<file path="config.mk">
export PLATFORM = sky130hd
export DESIGN_NAME = alu_exec_stage
export DESIGN_NICKNAME = d
export VERILOG_FILES = /design/src/rtl/alu_pkg.sv /design/src/rtl/alu_uadd.sv /design/src/rtl/alu_exec_stage.sv
export SDC_FILE = /design/constraint.sdc
export NUM_CORES = 1
export LEC_CHECK = 0
export BUFFER_PORTS_ARGS = -buffer_cell sky130_fd_sc_hd__buf_2
export CAP_MARGIN = 20
export CORE_MARGIN = 2
export CORE_UTILIZATION = 30
export DETAILED_ROUTE_END_ITERATION = 6
export PLACE_DENSITY = 0.49
export SLEW_MARGIN = 20
export SYNTH_ARGS = -nofsm -noshare
export SYNTH_HDL_FRONTEND = slang
export SYNTH_SLANG_ARGS = --single-unit
</file>
<file path="constraint.sdc">
create_clock -name i_clk -period 7.32 [get_ports i_clk]
set_clock_uncertainty 0.05 [all_clocks]
set_input_delay 0.366 -clock i_clk [delete_from_list [all_inputs] [get_ports i_clk]]
set_output_delay 0.366 -clock i_clk [all_outputs]
set_load 0.005 [all_outputs]
</file>
<file path="src/rtl/alu_pkg.sv">
// Shared definitions for the ALU execute stage: op encodings and flag bit positions.
package alu_pkg;

    typedef enum logic [1:0] {
        ALU_ADD = 2'b00,
        ALU_ADC = 2'b01,
        ALU_SUB = 2'b10,
        ALU_SBC = 2'b11
    } alu_op_e;

    // Bit positions inside the {N,Z,C,V} flag vector.
    localparam int FLG_V = 0;
    localparam int FLG_C = 1;
    localparam int FLG_Z = 2;
    localparam int FLG_N = 3;

endpackage

</file>
<file path="src/rtl/alu_uadd.sv">
// Unsigned adder without carry-in; returns the SIZE-bit sum and the carry-out.
module alu_uadd #(
    parameter int SIZE = 8
) (
    input  logic [SIZE-1:0] a,
    input  logic [SIZE-1:0] b,
    output logic [SIZE-1:0] sum,
    output logic            cout
);

    assign {cout, sum} = {1'b0, a} + {1'b0, b};

endmodule

</file>
<file path="src/rtl/alu_exec_stage.sv">
// Two-register execute stage (input register S1, output register S2) adding ADC/SUB/SBC
// and an architectural carry flag on top of the carry-in-less unsigned adder.
module alu_exec_stage
    import alu_pkg::*;
#(
    parameter int SIZE  = 8,
    parameter int TAG_W = 4
) (
    input  logic             i_clk,
    input  logic             i_rst,
    input  logic             i_valid,
    output logic             o_ready,
    input  logic [1:0]       i_op,
    input  logic [SIZE-1:0]  i_s1,
    input  logic [SIZE-1:0]  i_s2,
    input  logic [TAG_W-1:0] i_tag,
    output logic             o_valid,
    input  logic             i_ready,
    output logic [SIZE-1:0]  o_result,
    output logic [3:0]       o_flags,
    output logic [TAG_W-1:0] o_tag
);

    // Handshake: a transfer happens on a rising edge where valid and ready are both 1.
    // The producer holds valid and data stable until that edge; ready may depend on
    // downstream ready combinationally (o_ready = !s1_valid | s2_load).
    logic             s1_valid;
    alu_op_e          s1_op;
    logic [SIZE-1:0]  s1_a;
    logic [SIZE-1:0]  s1_b;
    logic [TAG_W-1:0] s1_tag;
    logic             r_c;

    logic             s1_load;
    logic             s2_load;

    logic [SIZE-1:0]  b_prep;
    logic             cin;
    logic [SIZE-1:0]  partial;
    logic             carry0;
    logic [SIZE-1:0]  sum;
    logic             carry1;
    logic             carry;
    logic [3:0]       flags;

    assign s2_load = s1_valid & (~o_valid | i_ready);
    assign o_ready = ~s1_valid | s2_load;
    assign s1_load = i_valid & o_ready;

    // Subtraction is a + ~b + 1; SBC uses the stored carry as "no borrow".
    assign b_prep = s1_op[1] ? ~s1_b : s1_b;

    always_comb begin
        cin = 1'b0;
        case (s1_op)
            ALU_ADD: cin = 1'b0;
            ALU_ADC: cin = r_c;
            ALU_SUB: cin = 1'b1;
            ALU_SBC: cin = r_c;
            default: cin = 1'b0;
        endcase
    end

    alu_uadd #(.SIZE(SIZE)) u_add_ab (
        .a    (s1_a),
        .b    (b_prep),
        .sum  (partial),
        .cout (carry0)
    );

    alu_uadd #(.SIZE(SIZE)) u_add_cin (
        .a    (partial),
        .b    ({{(SIZE-1){1'b0}}, cin}),
        .sum  (sum),
        .cout (carry1)
    );

    assign carry = carry0 | carry1;

    always_comb begin
        flags        = 4'b0000;
        flags[FLG_N] = sum[SIZE-1];
        flags[FLG_Z] = (sum == '0);
        flags[FLG_C] = carry;
        flags[FLG_V] = (s1_a[SIZE-1] == b_prep[SIZE-1]) & (sum[SIZE-1] != s1_a[SIZE-1]);
    end

    always_ff @(posedge i_clk) begin
        if (i_rst) begin
            s1_valid <= 1'b0;
            s1_op    <= ALU_ADD;
            s1_a     <= '0;
            s1_b     <= '0;
            s1_tag   <= '0;
        end else if (s1_load) begin
            s1_valid <= 1'b1;
            s1_op    <= alu_op_e'(i_op);
            s1_a     <= i_s1;
            s1_b     <= i_s2;
            s1_tag   <= i_tag;
        end else if (s2_load) begin
            s1_valid <= 1'b0;
        end
    end

    // r_c changes on the same edge the op leaves S1, so a following ADC/SBC sees it directly.
    always_ff @(posedge i_clk) begin
        if (i_rst) begin
            o_valid  <= 1'b0;
            o_result <= '0;
            o_flags  <= 4'b0000;
            o_tag    <= '0;
            r_c      <= 1'b0;
        end else if (s2_load) begin
            o_valid  <= 1'b1;
            o_result <= sum;
            o_flags  <= flags;
            o_tag    <= s1_tag;
            r_c      <= carry;
        end else if (i_ready) begin
            o_valid  <= 1'b0;
        end
    end

endmodule

</file>
# == Yosys cells after proc, flatten, opt, wreduce, memory -nomap -nowiden ==
# Cells that the tools add are included.
# classes
n_mux,6
n_lt_le_gt_ge,0
shift,0
div_mod_pow,0
add_sub_neg,2
eq_ne,5
reduce_logical,5
mul,0
n_bitwise,9
# ops
operator,count
adder 8 x 1 -> 9 bit,1
adder 8 x 8 -> 9 bit,1
zero test 8 bit,1
2-to-1 mux 8 bit,1
inverter 8 bit,1
equality test 2 bit (second input constant),2
2-to-1 mux 1 bit,4
nonzero test 2 bit,2
AND 1 bit,3
OR 1 bit,3
case mux 1 bit (3 select lines),1
equality test 2 x 1 -> 1 bit (second input constant),1
zero test 2 bit,1
inverter 1 bit,2
OR reduction 2 bit,1
equality test 1 bit,1
inequality test 1 bit,1
# word_totals
reg_bits,41
output_inout_bits,18
memories,0
romBits,0
word_cells,37
latch_bits,0
ram_bits,0

# == Depth between registers and ports, before layout ==
# Gate-level depths: netlist (run 1).
# depth
word_depth,6
ltp_mapped,11
mapped_depth_nobuf,10

# == By module ==
# A second synthesis (run 1) with hierarchy kept.
# hier_totals
cells_unflattened,277
area_unflattened_um2,2270.9
# by_module_without_submodules
module,area_each_um2,cells_each,n_inst
alu_exec_stage,1622.8,193,1
alu_uadd,324.1,42,2

# == Worst setup path before layout (run 1) ==
# Ideal clock, no wire load.
# synth_path
kind,register to register
start,reg s1_op[1]
end,reg o_flags[2]
stages_incl_launch_ff,12
required_ns,7.154
synth_period_minus_slack_ns,3.066
arrival_time_ns,2.900
path_slack_ns,4.254
setup_time_ns,0.116
n_path_buf,1
cell_sequence,dfxtp_1 -> clkbuf_1 -> xor2_1 -> ha_1 -> fa_1 -> a211oi_2 -> o21bai_1 -> xnor2_1 -> nand4_2 -> or3b_1 -> and2_4 -> a31o_2
# synth_between
elab_chain_cells,5
# synth_lines
item,line_no,rtl
from (decl),alu_exec_stage.sv:28,alu_op_e s1_op;
from (signal assigned),alu_exec_stage.sv:97,s1_op <= alu_op_e'(i_op);
branches (longest 3 deep; another with adder 8 x 8 -> 9 bit),-,
adder 8 x 1 -> 9 bit *,alu_uadd.sv:11,"assign {cout, sum} = {1'b0, a} + {1'b0, b};"
zero test 8 bit *,alu_exec_stage.sv:83,flags[FLG_Z] = (sum == '0);
to (signal assigned),alu_exec_stage.sv:117,o_flags <= flags;
to (decl),alu_exec_stage.sv:20,"output logic [3:0] o_flags,"
# Every way passes the cells marked *.
# A chain may end at the register's enable or synchronous reset.

# == Worst setup path in the final report (run 1) ==
# Ends and elaborated chain as after synthesis.

==> out/qor.csv, run 1 <==
metric,value,unit
track_usage,0.126,
hold_path_class,input port to flip-flop,
syn_nets,281,
fin_crit,3.15,ns
yosys-top-cells-count,"nand2_1, dfxtp_1, a21oi_1",
worstSetupStartpointType,flip-flop,
wl_per_cell,12.1,um
clock_latency,0.29,ns
portBuffers,43,
maxCapViolations,0,
async_flop_share,0,
synth_most_common_cell,nand2_1,
overflow,0,
seqPwrFrac,0.440,
drt_pass1_iterations,4,
grt_pass1_vias,1613,
finalCritPeriodShare,0.431,
clk_path_buf_depth,2,
finalSetupViolations,0,
synth_flop_cell,dfxtp_1,
status,finished clean,
totalWireLength,4.37,mm
worst_slew_pin_slew,0.773,ns
postCtsSetupBuffers,0,
fp.dieW,86.6,um
synth_cells,244,
dp.final_hpwl,3.23,mm
endpoint_kind,flip-flop,
rows,30,
cts_hold_buffers,0,
grt_pass1_wl,7.51,mm
synth_top_area_frac,0.381,
diodes,0,
vdd_drop_max,75.0,uV
syn-cell-area,0.00205,mm^2
p_sw_frac,0.277,
cts.sinks,39,
hold_viol,0,
cts_tree,built,
pwr-share-comb,0.204,
p_switching,0.146,mW
worstPathRequired,7.45,ns
numCtsBuffers,5,
whs,0.257,ns
cts.htree.levels,2,
synth_edf_count,0,
criticalPathCategory,flip-flop to flip-flop,
vias_per_cell,4.64,
yosys_warnings,0,
ys_ff_latch,39,
ant_nets,0,
cellPowerDensity,220,mW/mm^2
max_slew_margin,0.484,
dieArea,0.00750,mm^2
grt_setup_unrepaired,false,
power.leakage,1.07,nW
via_count,1679,
drcViolationCount,0,
yosysTopAreaCell,dfxtp_1,
syn_area_per_cell,8.39,um^2
ys_seq_area_frac,0.381,
cts_resized,0,
nets,318,
p_clk_frac,0.356,
antenna_found_initial,0,
worst-path-max-fanout,10,
die_h,86.6,um
max_freq,0.317,GHz
clk_pin_slew_worst_paths,0.08,ns
synth.area.top_cells,"dfxtp_1, nand2_1, a21oi_1",
drive_gt1_frac,0.230,
start_util,0.306,
cp.arrival,3.28,ns
core_area,0.00668,mm^2
areaGrowthSynthToFinish,17.1,%
tns,0,ns
intPower,0.381,mW
grt_max_degree,43,
place_congestion,0.755,
ys_types,47,
slew_viol_final,0,
drt_iter0_markers,46,
ios,44,
clockRootBuffer,clkbuf_8,
-- path summary, 6_finish.rpt --
check                                         startpoint                        to  slack (ns)  cells after the start
worst max-delay path               s1_op[1]$_SDFFE_PP0P_   o_flags[2]$_SDFFE_PP0P_        4.17                     10
worst min-delay path                             i_s2[4]      s1_b[4]$_SDFFE_PP0P_        0.26                      3
worst max register to register     s1_op[1]$_SDFFE_PP0P_   o_flags[2]$_SDFFE_PP0P_        4.17                     10
worst min register to register  o_result[2]$_SDFFE_PP0P_  o_result[2]$_SDFFE_PP0P_        0.40                      2
-- placed cells by master (no fill, tap or decap), types with 2 or more instances in the layout --
cell type / n
a211oi_1: 6
a211oi_2: 3
a21o_1: 2
a21oi_1: 33
and3_1: 2
buf_2: 43
clkbuf_8: 6
dfxtp_1: 39
ha_1: 10
inv_1: 2
nand2_1: 61
nand2b_1: 3
nand3_1: 3
nand3b_1: 2
nor2_1: 14
nor2b_1: 2
nor3_1: 3
o21bai_1: 2
xnor2_1: 8
xor2_1: 9
-- cell families after synthesis --
kind of cell    synth area share
fa+ha+maj                 0.0709
buf+inv                   0.0477
xor+xnor                  0.0807
mux                       0.0104
flops                      0.381
compound gates             0.182
simple gates               0.227
-- layer usage --
metal	wire [um]	track usage
met2	1850	0.196
met3	200	0.0343
met1	2300	0.172
met4	23	0.0384
met5	0	0
-- cell type report --
type | count | area (um^2)
flip-flops and latches | 39 | 781
fillers | 728 | 4280
well taps | 80 | 100
repair buffers | 44 | 223
clock buffers | 6 | 82.6
clock inverters | 2 | 35.0
multi-input cells | 189 | 1170
inverters | 2 | 7.51
-- critical path: stages, from the launching register on --
cell	delay, ns
dfxtp_1	0.61
xor2_1	0.13
ha_1	0.23
fa_1	0.42
a211oi_2	0.26
o21bai_1	0.17
xnor2_1	0.23
nand4_2	0.18
or3b_1	0.40
and2_4	0.18
a31o_2	0.19
-- stage by stage --
| stage | instance area, um^2 | total power, mW | setup slack [ns] | cells | utilization |
|---|---|---|---|---|---|
| after floorplan | 2050 | 0.318 | 4.25 | 244 | - |
| after global placement | 2280 | 0.345 | 4.24 | 354 | 0.341 |
| after detailed placement | 2280 | 0.346 | 4.16 | 354 | 0.341 |
| after CTS | 2400 | 0.535 | 4.14 | 362 | 0.359 |
| after global routing | 2400 | 0.557 | 3.92 | 362 | 0.359 |
| final | 2400 | 0.527 | 4.17 | 362 | 0.359 |
-- registers in the layout, indices dropped and copies added, names as in the netlist --
name	flops
s1_a	8
s1_valid	1
s1_b	8
s1_op	2
o_tag	4
o_result	8
s1_tag	4
o_flags	3
o_valid	1
-- power by group through the flow --
stage                     logic (mW)  clock network (mW)  registers [mW]
after CTS                      0.109               0.194           0.232
after global routing           0.122               0.202           0.234
after global placement         0.107                   0           0.237
after detailed placement       0.109                   0           0.237
after floorplan               0.0831                   0           0.235
final                          0.108               0.187           0.232
Power figures use the tool's default switching activity.
==> run 2, diff against run 1 <==
--- a/config.mk
+++ b/config.mk
@@ -10,7 +10,7 @@
 export CORE_MARGIN = 2
 export CORE_UTILIZATION = 30
 export DETAILED_ROUTE_END_ITERATION = 6
-export PLACE_DENSITY = 0.49
+export PLACE_DENSITY = 0.51
 export SLEW_MARGIN = 20
 export SYNTH_ARGS = -nofsm -noshare
 export SYNTH_HDL_FRONTEND = slang
==> constraint.sdc (replaced) <==
create_clock -name i_clk -period 2.9 [get_ports i_clk]
set_clock_uncertainty 0.05 [all_clocks]
set_input_delay 0.145 -clock i_clk [delete_from_list [all_inputs] [get_ports i_clk]]
set_output_delay 0.145 -clock i_clk [all_outputs]
set_load 0.005 [all_outputs]
==> run 2 against run 1 <==
  * Clock power rose to 2.5 times the previous value
  * Total power rose to 2.6 times the previous value
  * Design area up 4.4%
  * Combinational power grew to 2.7 times the previous value
  * First-iteration DRC count down 17%
  * Maximum frequency grew 14%
  * Largest power group unchanged
  * Highest routed layer unchanged
==> out/qor.csv, run 2 (synthesis gave the netlist of run 1 again) <==
metric,value,unit,change
fp.dieW,86.6,um,unchanged
drt_iter0_markers,38,,was 46
max_freq,0.363,GHz,was 0.317 GHz
hold_path_class,input port to flip-flop,,unchanged
drt_pass1_iterations,3,,was 4
cp.arrival,2.89,ns,was 3.28 ns
cts.htree.levels,2,,unchanged
pwr-share-comb,0.219,,was 0.204
antenna_found_initial,0,,unchanged
vias_per_cell,4.68,,was 4.64
drcViolationCount,0,,unchanged
totalWireLength,4.36,mm,was 4.37 mm
ff2ff_setup_slack,0.14,ns,was 4.17 ns
clock_latency,0.29,ns,about the same
ant_nets,0,,unchanged
clockRootBuffer,clkbuf_8,,unchanged
cts.sinks,39,,unchanged
endpoint_kind,flip-flop,,unchanged
drive_gt1_frac,0.277,,was 0.230
p_clk_frac,0.350,,was 0.356
seqPwrFrac,0.431,,was 0.440
portBuffers,43,,unchanged
fin_crit,2.76,ns,was 3.15 ns
via_count,1727,,"was 1,679"
start_util,0.306,,unchanged
final_cell_mix,"nand2_1, buf_2, dfxtp_1",,unchanged
layout_commonest_cell,nand2_1,,unchanged
dieArea,0.00750,mm^2,unchanged
max_slew_margin,0.482,,was 0.484
grt_max_degree,43,,unchanged
tns,0,ns,unchanged
dp.final_hpwl,3.17,mm,was 3.23 mm
cellPowerDensity,542,mW/mm^2,was 220 mW/mm^2
timing.rr.start,s1_op[1]$_SDFFE_PP0P_,,unchanged
areaGrowthSynthToFinish,22.2,%,was 17.1%
whs,0.0309,ns,was 0.257 ns
track_usage,0.124,,was 0.126
finalSetupViolations,0,,unchanged
cts_hold_buffers,0,,unchanged
hp-start,i_s1[2],,was i_s2[4]
intPower,0.980,mW,was 0.381 mW
p_sw_frac,0.278,,was 0.277
power.leakage,1.12,nW,was 1.07 nW
clk_path_buf_depth,2,,unchanged
reg.largest.list,"o_result (8), s1_a (8), s1_b (8)",,unchanged
p_switching,0.376,mW,was 0.146 mW
grt_pass1_vias,1706,,"was 1,613"
worstPathRequired,3.04,ns,was 7.45 ns
status,finished clean,,unchanged
vdd_drop_max,248,uV,was 75.0 uV
hold_end,s1_a[2]$_SDFFE_PP0P_,,was s1_b[4]$_SDFFE_PP0P_
worst_slew_pin_slew,0.778,ns,was 0.773 ns
finalCritPeriodShare,0.951,,was 0.431
worstSetupStartpointType,flip-flop,,unchanged
overflow,0,,unchanged
clk_pin_slew_worst_paths,0.08,ns,about the same
reg2reg_to,o_flags[2]$_SDFFE_PP0P_,,unchanged
place_congestion,0.778,,was 0.755
slew_viol_final,0,,unchanged
ff2ff_path_depth,10,,unchanged
nets,325,,was 318
criticalPathCategory,flip-flop to flip-flop,,unchanged
hold_viol,0,,unchanged
placed_area,0.00234,mm^2,was 0.00228 mm^2
fin_util,0.375,,was 0.359
rows,30,,unchanged
die_h,86.6,um,unchanged
grt_pass1_wl,7.39,mm,was 7.51 mm
numCtsBuffers,5,,unchanged
ios,44,,unchanged
worst-path-max-fanout,6,,was 10
wl_per_cell,11.8,um,was 12.1 um
stdcell_area,0.00250,mm^2,was 0.00240 mm^2
cts_tree,built,,unchanged
diodes,0,,unchanged
core_area,0.00668,mm^2,unchanged
whs_path_depth,3,,unchanged
fillers,727,,was 728
maxCapViolations,0,,unchanged
==> run 2: cell types whose count changed in the layout (fill, tap and decap cells not counted), sizes merged <==
cell  change
buf       +7
==> run 2: what timing repair did <==
action | CTS | global route
buffers inserted | 0 | 1
endpoints found under the hold margin | 0 | 0
setup endpoints to repair | 1 | 5
gates resized for setup | 1 | 7
pin swaps | 0 | 2
==> run 2: how the worst max path moves through the flow <==
stage                                startpoint                      end  cells past startpoint
after floorplan           s1_op[1]$_SDFFE_PP0P_  o_flags[2]$_SDFFE_PP0P_                     11
after global placement    s1_op[1]$_SDFFE_PP0P_  o_flags[2]$_SDFFE_PP0P_                     10
after detailed placement  s1_op[1]$_SDFFE_PP0P_  o_flags[2]$_SDFFE_PP0P_                     10
after CTS                 s1_op[1]$_SDFFE_PP0P_  o_flags[2]$_SDFFE_PP0P_                     10
after global routing       s1_b[1]$_SDFFE_PP0P_  o_flags[2]$_SDFFE_PP0P_                      9
final                     s1_op[1]$_SDFFE_PP0P_  o_flags[2]$_SDFFE_PP0P_                     10
==> run 2: layout make-up <==
| type | instances | area, um^2 | area share |
|---|---|---|---|
| multi-input combinational | 189 | 1220 | 0.488 |
| sequential | 39 | 782 | 0.313 |
| timing repair buffer | 51 | 275 | 0.110 |
| tap | 80 | 100 | 0.0400 |
| clock buffer | 6 | 82.6 | 0.0330 |
| clock inverter | 2 | 35.0 | 0.0140 |
| inverter | 2 | 7.51 | 0.00300 |
==> run 2: power by group through the flow <==
stage / Clock (mW) / Sequential [mW] / Combinational, mW
floorplan: 0 / 0.594 / 0.215
global placement: 0 / 0.597 / 0.283
detailed placement: 0 / 0.597 / 0.284
CTS: 0.490 / 0.584 / 0.288
global route: 0.512 / 0.589 / 0.336
finish: 0.475 / 0.584 / 0.296
==> run 2: layer usage <==
layer / vias up / wire length [um] / GRT usage / share of wire
met3: 5 / 199 / 0.0352 / 0.046
met2: 31 / 1950 / 0.202 / 0.45
met5: - / 0 / 0 / 0
met4: 0 / 59 / 0.0426 / 0.014
met1: 771 / 2150 / 0.156 / 0.49
li1: 920 / - / - / -
==> run 2: worst max-delay path: stages, from the launching register on <==
cell and delay [ns]:
dfxtp_2 0.37, buf_4 0.16, xor2_1 0.23, ha_4 0.26, and3_1 0.18, a22o_1 0.28, nor4b_2 0.21, nand3b_1 0.17
or3b_1 0.38, and2_4 0.18, a31o_2 0.19
==> run 2: stage by stage <==
| stage | power (mW) | instances | setup slack (ns) |
|---|---|---|---|
| after floorplan | 0.809 | 244 | 0.0309 |
| after global placement | 0.880 | 360 | 0.0715 |
| after detailed placement | 0.881 | 360 | 0.0221 |
| after CTS | 1.36 | 368 | 0.0209 |
| after global routing | 1.44 | 369 | -0.00875 |
| final | 1.36 | 369 | 0.142 |
==> run 3, diff against run 2 <==
--- a/config.mk
+++ b/config.mk
@@ -8,9 +8,9 @@
 export BUFFER_PORTS_ARGS = -buffer_cell sky130_fd_sc_hd__buf_2
 export CAP_MARGIN = 20
 export CORE_MARGIN = 2
-export CORE_UTILIZATION = 30
+export CORE_UTILIZATION = 35
 export DETAILED_ROUTE_END_ITERATION = 6
-export PLACE_DENSITY = 0.51
+export PLACE_DENSITY = 0.57
 export SLEW_MARGIN = 20
 export SYNTH_ARGS = -nofsm -noshare
 export SYNTH_HDL_FRONTEND = slang
==> run 3 against run 2 <==
  * Register-to-register slack worse by 0.06 ns
  * Design area stayed put
  * Via count is 1.3% higher
  * Total power is 5.4% lower
  * Critical path depth stayed put
  * Global-route usage is 2.1 points higher
  * Flip-flop and latch count stayed put
  * Sequential power hardly changed
  * Combinational power is 4% higher
  * Cell count is 1.4% lower
  * Sequential share of layout area stayed put
==> out/qor.csv, run 3 (synthesis gave the netlist of run 1 again) <==
metric,value,unit,change
status,finished clean,,unchanged
grt_pass1_wl,7.38,mm,was 7.39 mm
timing.rr.start,s1_op[1]$_SDFFE_PP0P_,,unchanged
drt_pass1_iterations,3,,unchanged
clk_pin_slew_worst_paths,0.08,ns,about the same
clockRootBuffer,clkbuf_8,,unchanged
final_cells,364,,was 369
power.leakage,1.12,nW,about the same
worstPathRequired,3.04,ns,about the same
nets,328,,was 325
path_buf_inv,0,,was 1
criticalPathCategory,flip-flop to flip-flop,,unchanged
fp.dieW,80.5,um,was 86.6 um
cts_hold_buffers,0,,unchanged
place_congestion,0.761,,was 0.778
worst_slew_pin_slew,0.760,ns,was 0.778 ns
start_util,0.367,,was 0.306
hold_end,s1_a[0]$_SDFFE_PP0P_,,was s1_a[2]$_SDFFE_PP0P_
maxCapViolations,0,,unchanged
cts.htree.levels,2,,unchanged
cts.sinks,39,,unchanged
dp.final_hpwl,3.15,mm,was 3.17 mm
core_area,0.00557,mm^2,was 0.00668 mm^2
pwr-share-comb,0.239,,was 0.219
dieArea,0.00648,mm^2,was 0.00750 mm^2
worst-path-max-fanout,4,,was 6
rows,27,,was 30
wl_per_cell,12.0,um,was 11.8 um
numCtsBuffers,5,,unchanged
drive_gt1_frac,0.288,,was 0.277
die_h,80.5,um,was 86.6 um
ff_latch_area,782,um^2,unchanged
intPower,0.905,mW,was 0.980 mW
grt_setup_unrepaired,true,,
finalCritPeriodShare,0.971,,was 0.951
max_slew_margin,0.493,,was 0.482
track_usage,0.145,,was 0.124
cellPowerDensity,513,mW/mm^2,was 542 mW/mm^2
clock_latency,0.29,ns,about the same
clk_path_buf_depth,2,,unchanged
antenna_found_initial,0,,unchanged
worstSetupStartpointType,flip-flop,,unchanged
seqPwrFrac,0.456,,was 0.431
finalSetupViolations,0,,unchanged
dp_slack,-0.0176,ns,was 0.0221 ns
areaGrowthSynthToFinish,22.2,%,unchanged
ff2ff_setup_slack,0.08,ns,was 0.14 ns
final_cell_mix,"nand2_1, buf_2, dfxtp_1",,unchanged
ios,44,,unchanged
p_switching,0.378,mW,was 0.376 mW
placedCellCount,351,,was 360
max_freq,0.355,GHz,was 0.363 GHz
layout_commonest_cell,nand2_1,,unchanged
grt_pass1_vias,1677,,"was 1,706"
fillers,590,,was 727
hp-start,i_s1[0],,was i_s1[2]
overflow,0,,unchanged
endpoint_kind,flip-flop,,unchanged
ff2ff_path_depth,10,,unchanged
vias_per_cell,4.80,,was 4.68
multiInputGateArea,0.00123,mm^2,was 0.00122 mm^2
path_delay_family,compound AO/OA/AOI/OAI gates,,was simple AND/OR/NAND/NOR gates
setup_ws,0.0840,ns,was 0.142 ns
drcViolationCount,0,,unchanged
ant_nets,0,,unchanged
diodes,0,,unchanged
slew_viol_final,0,,unchanged
path_cells,xor2_1 > ha_1 > fa_2 > a211oi_4 > o21ai_2 > a211oi_2 > nand4_2 > or3b_4 > and2_4 > a31o_2,,was buf_4 > xor2_1 > ha_4 > and3_1 > a22o_1 > nor4b_2 > nand3b_1 > or3b_1 > and2_4 > a31o_2
grt_max_degree,43,,unchanged
whs_path_depth,3,,unchanged
via_count,1749,,"was 1,727"
p_clk_frac,0.305,,was 0.350
cp_slowest_cell,or3b_4,,was or3b_1
p_sw_frac,0.295,,was 0.278
reg2reg_to,o_flags[2]$_SDFFE_PP0P_,,unchanged
slowest_delay,0.41,ns,was 0.38 ns
vdd_drop_max,224,uV,was 248 uV
hold_path_class,input port to flip-flop,,unchanged
drt_iter0_markers,73,,was 38
fin_crit,2.82,ns,was 2.76 ns
cts_tree,built,,unchanged
portBuffers,43,,unchanged
reg.largest.list,"o_result (8), s1_a (8), s1_b (8)",,unchanged
totalWireLength,4.36,mm,about the same
cp.arrival,2.95,ns,was 2.89 ns
hold_viol,0,,unchanged
## run 3: how the worst max path moves through the flow
stage	from	endpoint	slack, ns	depth (start not counted)
after floorplan	s1_op[1]$_SDFFE_PP0P_	o_flags[2]$_SDFFE_PP0P_	0.03	11
after global placement	s1_op[1]$_SDFFE_PP0P_	o_flags[2]$_SDFFE_PP0P_	0.05	10
after detailed placement	s1_op[1]$_SDFFE_PP0P_	o_flags[2]$_SDFFE_PP0P_	-0.02	10
after CTS	s1_op[1]$_SDFFE_PP0P_	o_flags[2]$_SDFFE_PP0P_	0.02	10
after global routing	s1_op[1]$_SDFFE_PP0P_	o_result[7]$_SDFFE_PP0P_	-0.01	10
final	s1_op[1]$_SDFFE_PP0P_	o_flags[2]$_SDFFE_PP0P_	0.08	10
## run 3: per-layer routing
layer  share of wire  GRT usage  vias up
met2            0.44      0.232       32
li1                -          -      925
met1            0.50      0.192      786
met4          0.0094     0.0407        0
met5               0          0        -
met3           0.042     0.0371        6
## run 3: area by class of cell
cell class                 instances  area share
inverter                           2     0.00300
multi-input combinational        189       0.490
timing repair buffer              54       0.120
clock inverter                     1     0.00350
sequential                        39       0.313
tap                               72      0.0360
clock buffer                       7      0.0345
## run 3: what timing repair did
action	in CTS	in global routing
resized for setup	1	9
setup buffers	0	5
pin swaps	1	4
setup endpoints to repair	2	5
## run 3: per-stage QoR
stage	area, um^2	TNS [ns]	power (mW)	utilization	hold WS, ns
final	2500	0	1.28	0.449	0.0326
after global placement	2320	0	0.878	0.416	0.331
after detailed placement	2320	-0.0176	0.881	0.416	0.335
after CTS	2420	0	1.27	0.435	0.0233
after floorplan	2060	0	0.809	-	0.212
after global routing	2500	-0.0222	1.36	0.449	0.0227
## run 3: worst register-to-register path, delay by kind of cell (launching register included)
| kind | cells | cell delay [ns] |
|---|---|---|
| AOI/OAI and AO/OA | 4 | 0.84 |
| and+or+nand+nor | 3 | 0.74 |
| adders and majority gates | 2 | 0.58 |
| xor gates and xnor gates | 1 | 0.16 |
| DFF | 1 | 0.35 |
## run 3: power groups by stage
stage	registers, mW	logic, mW	clock network, mW
floorplan	0.594	0.215	0
global placement	0.596	0.282	0
detailed placement	0.597	0.284	0
CTS	0.585	0.288	0.401
global route	0.590	0.347	0.418
finish	0.585	0.307	0.391
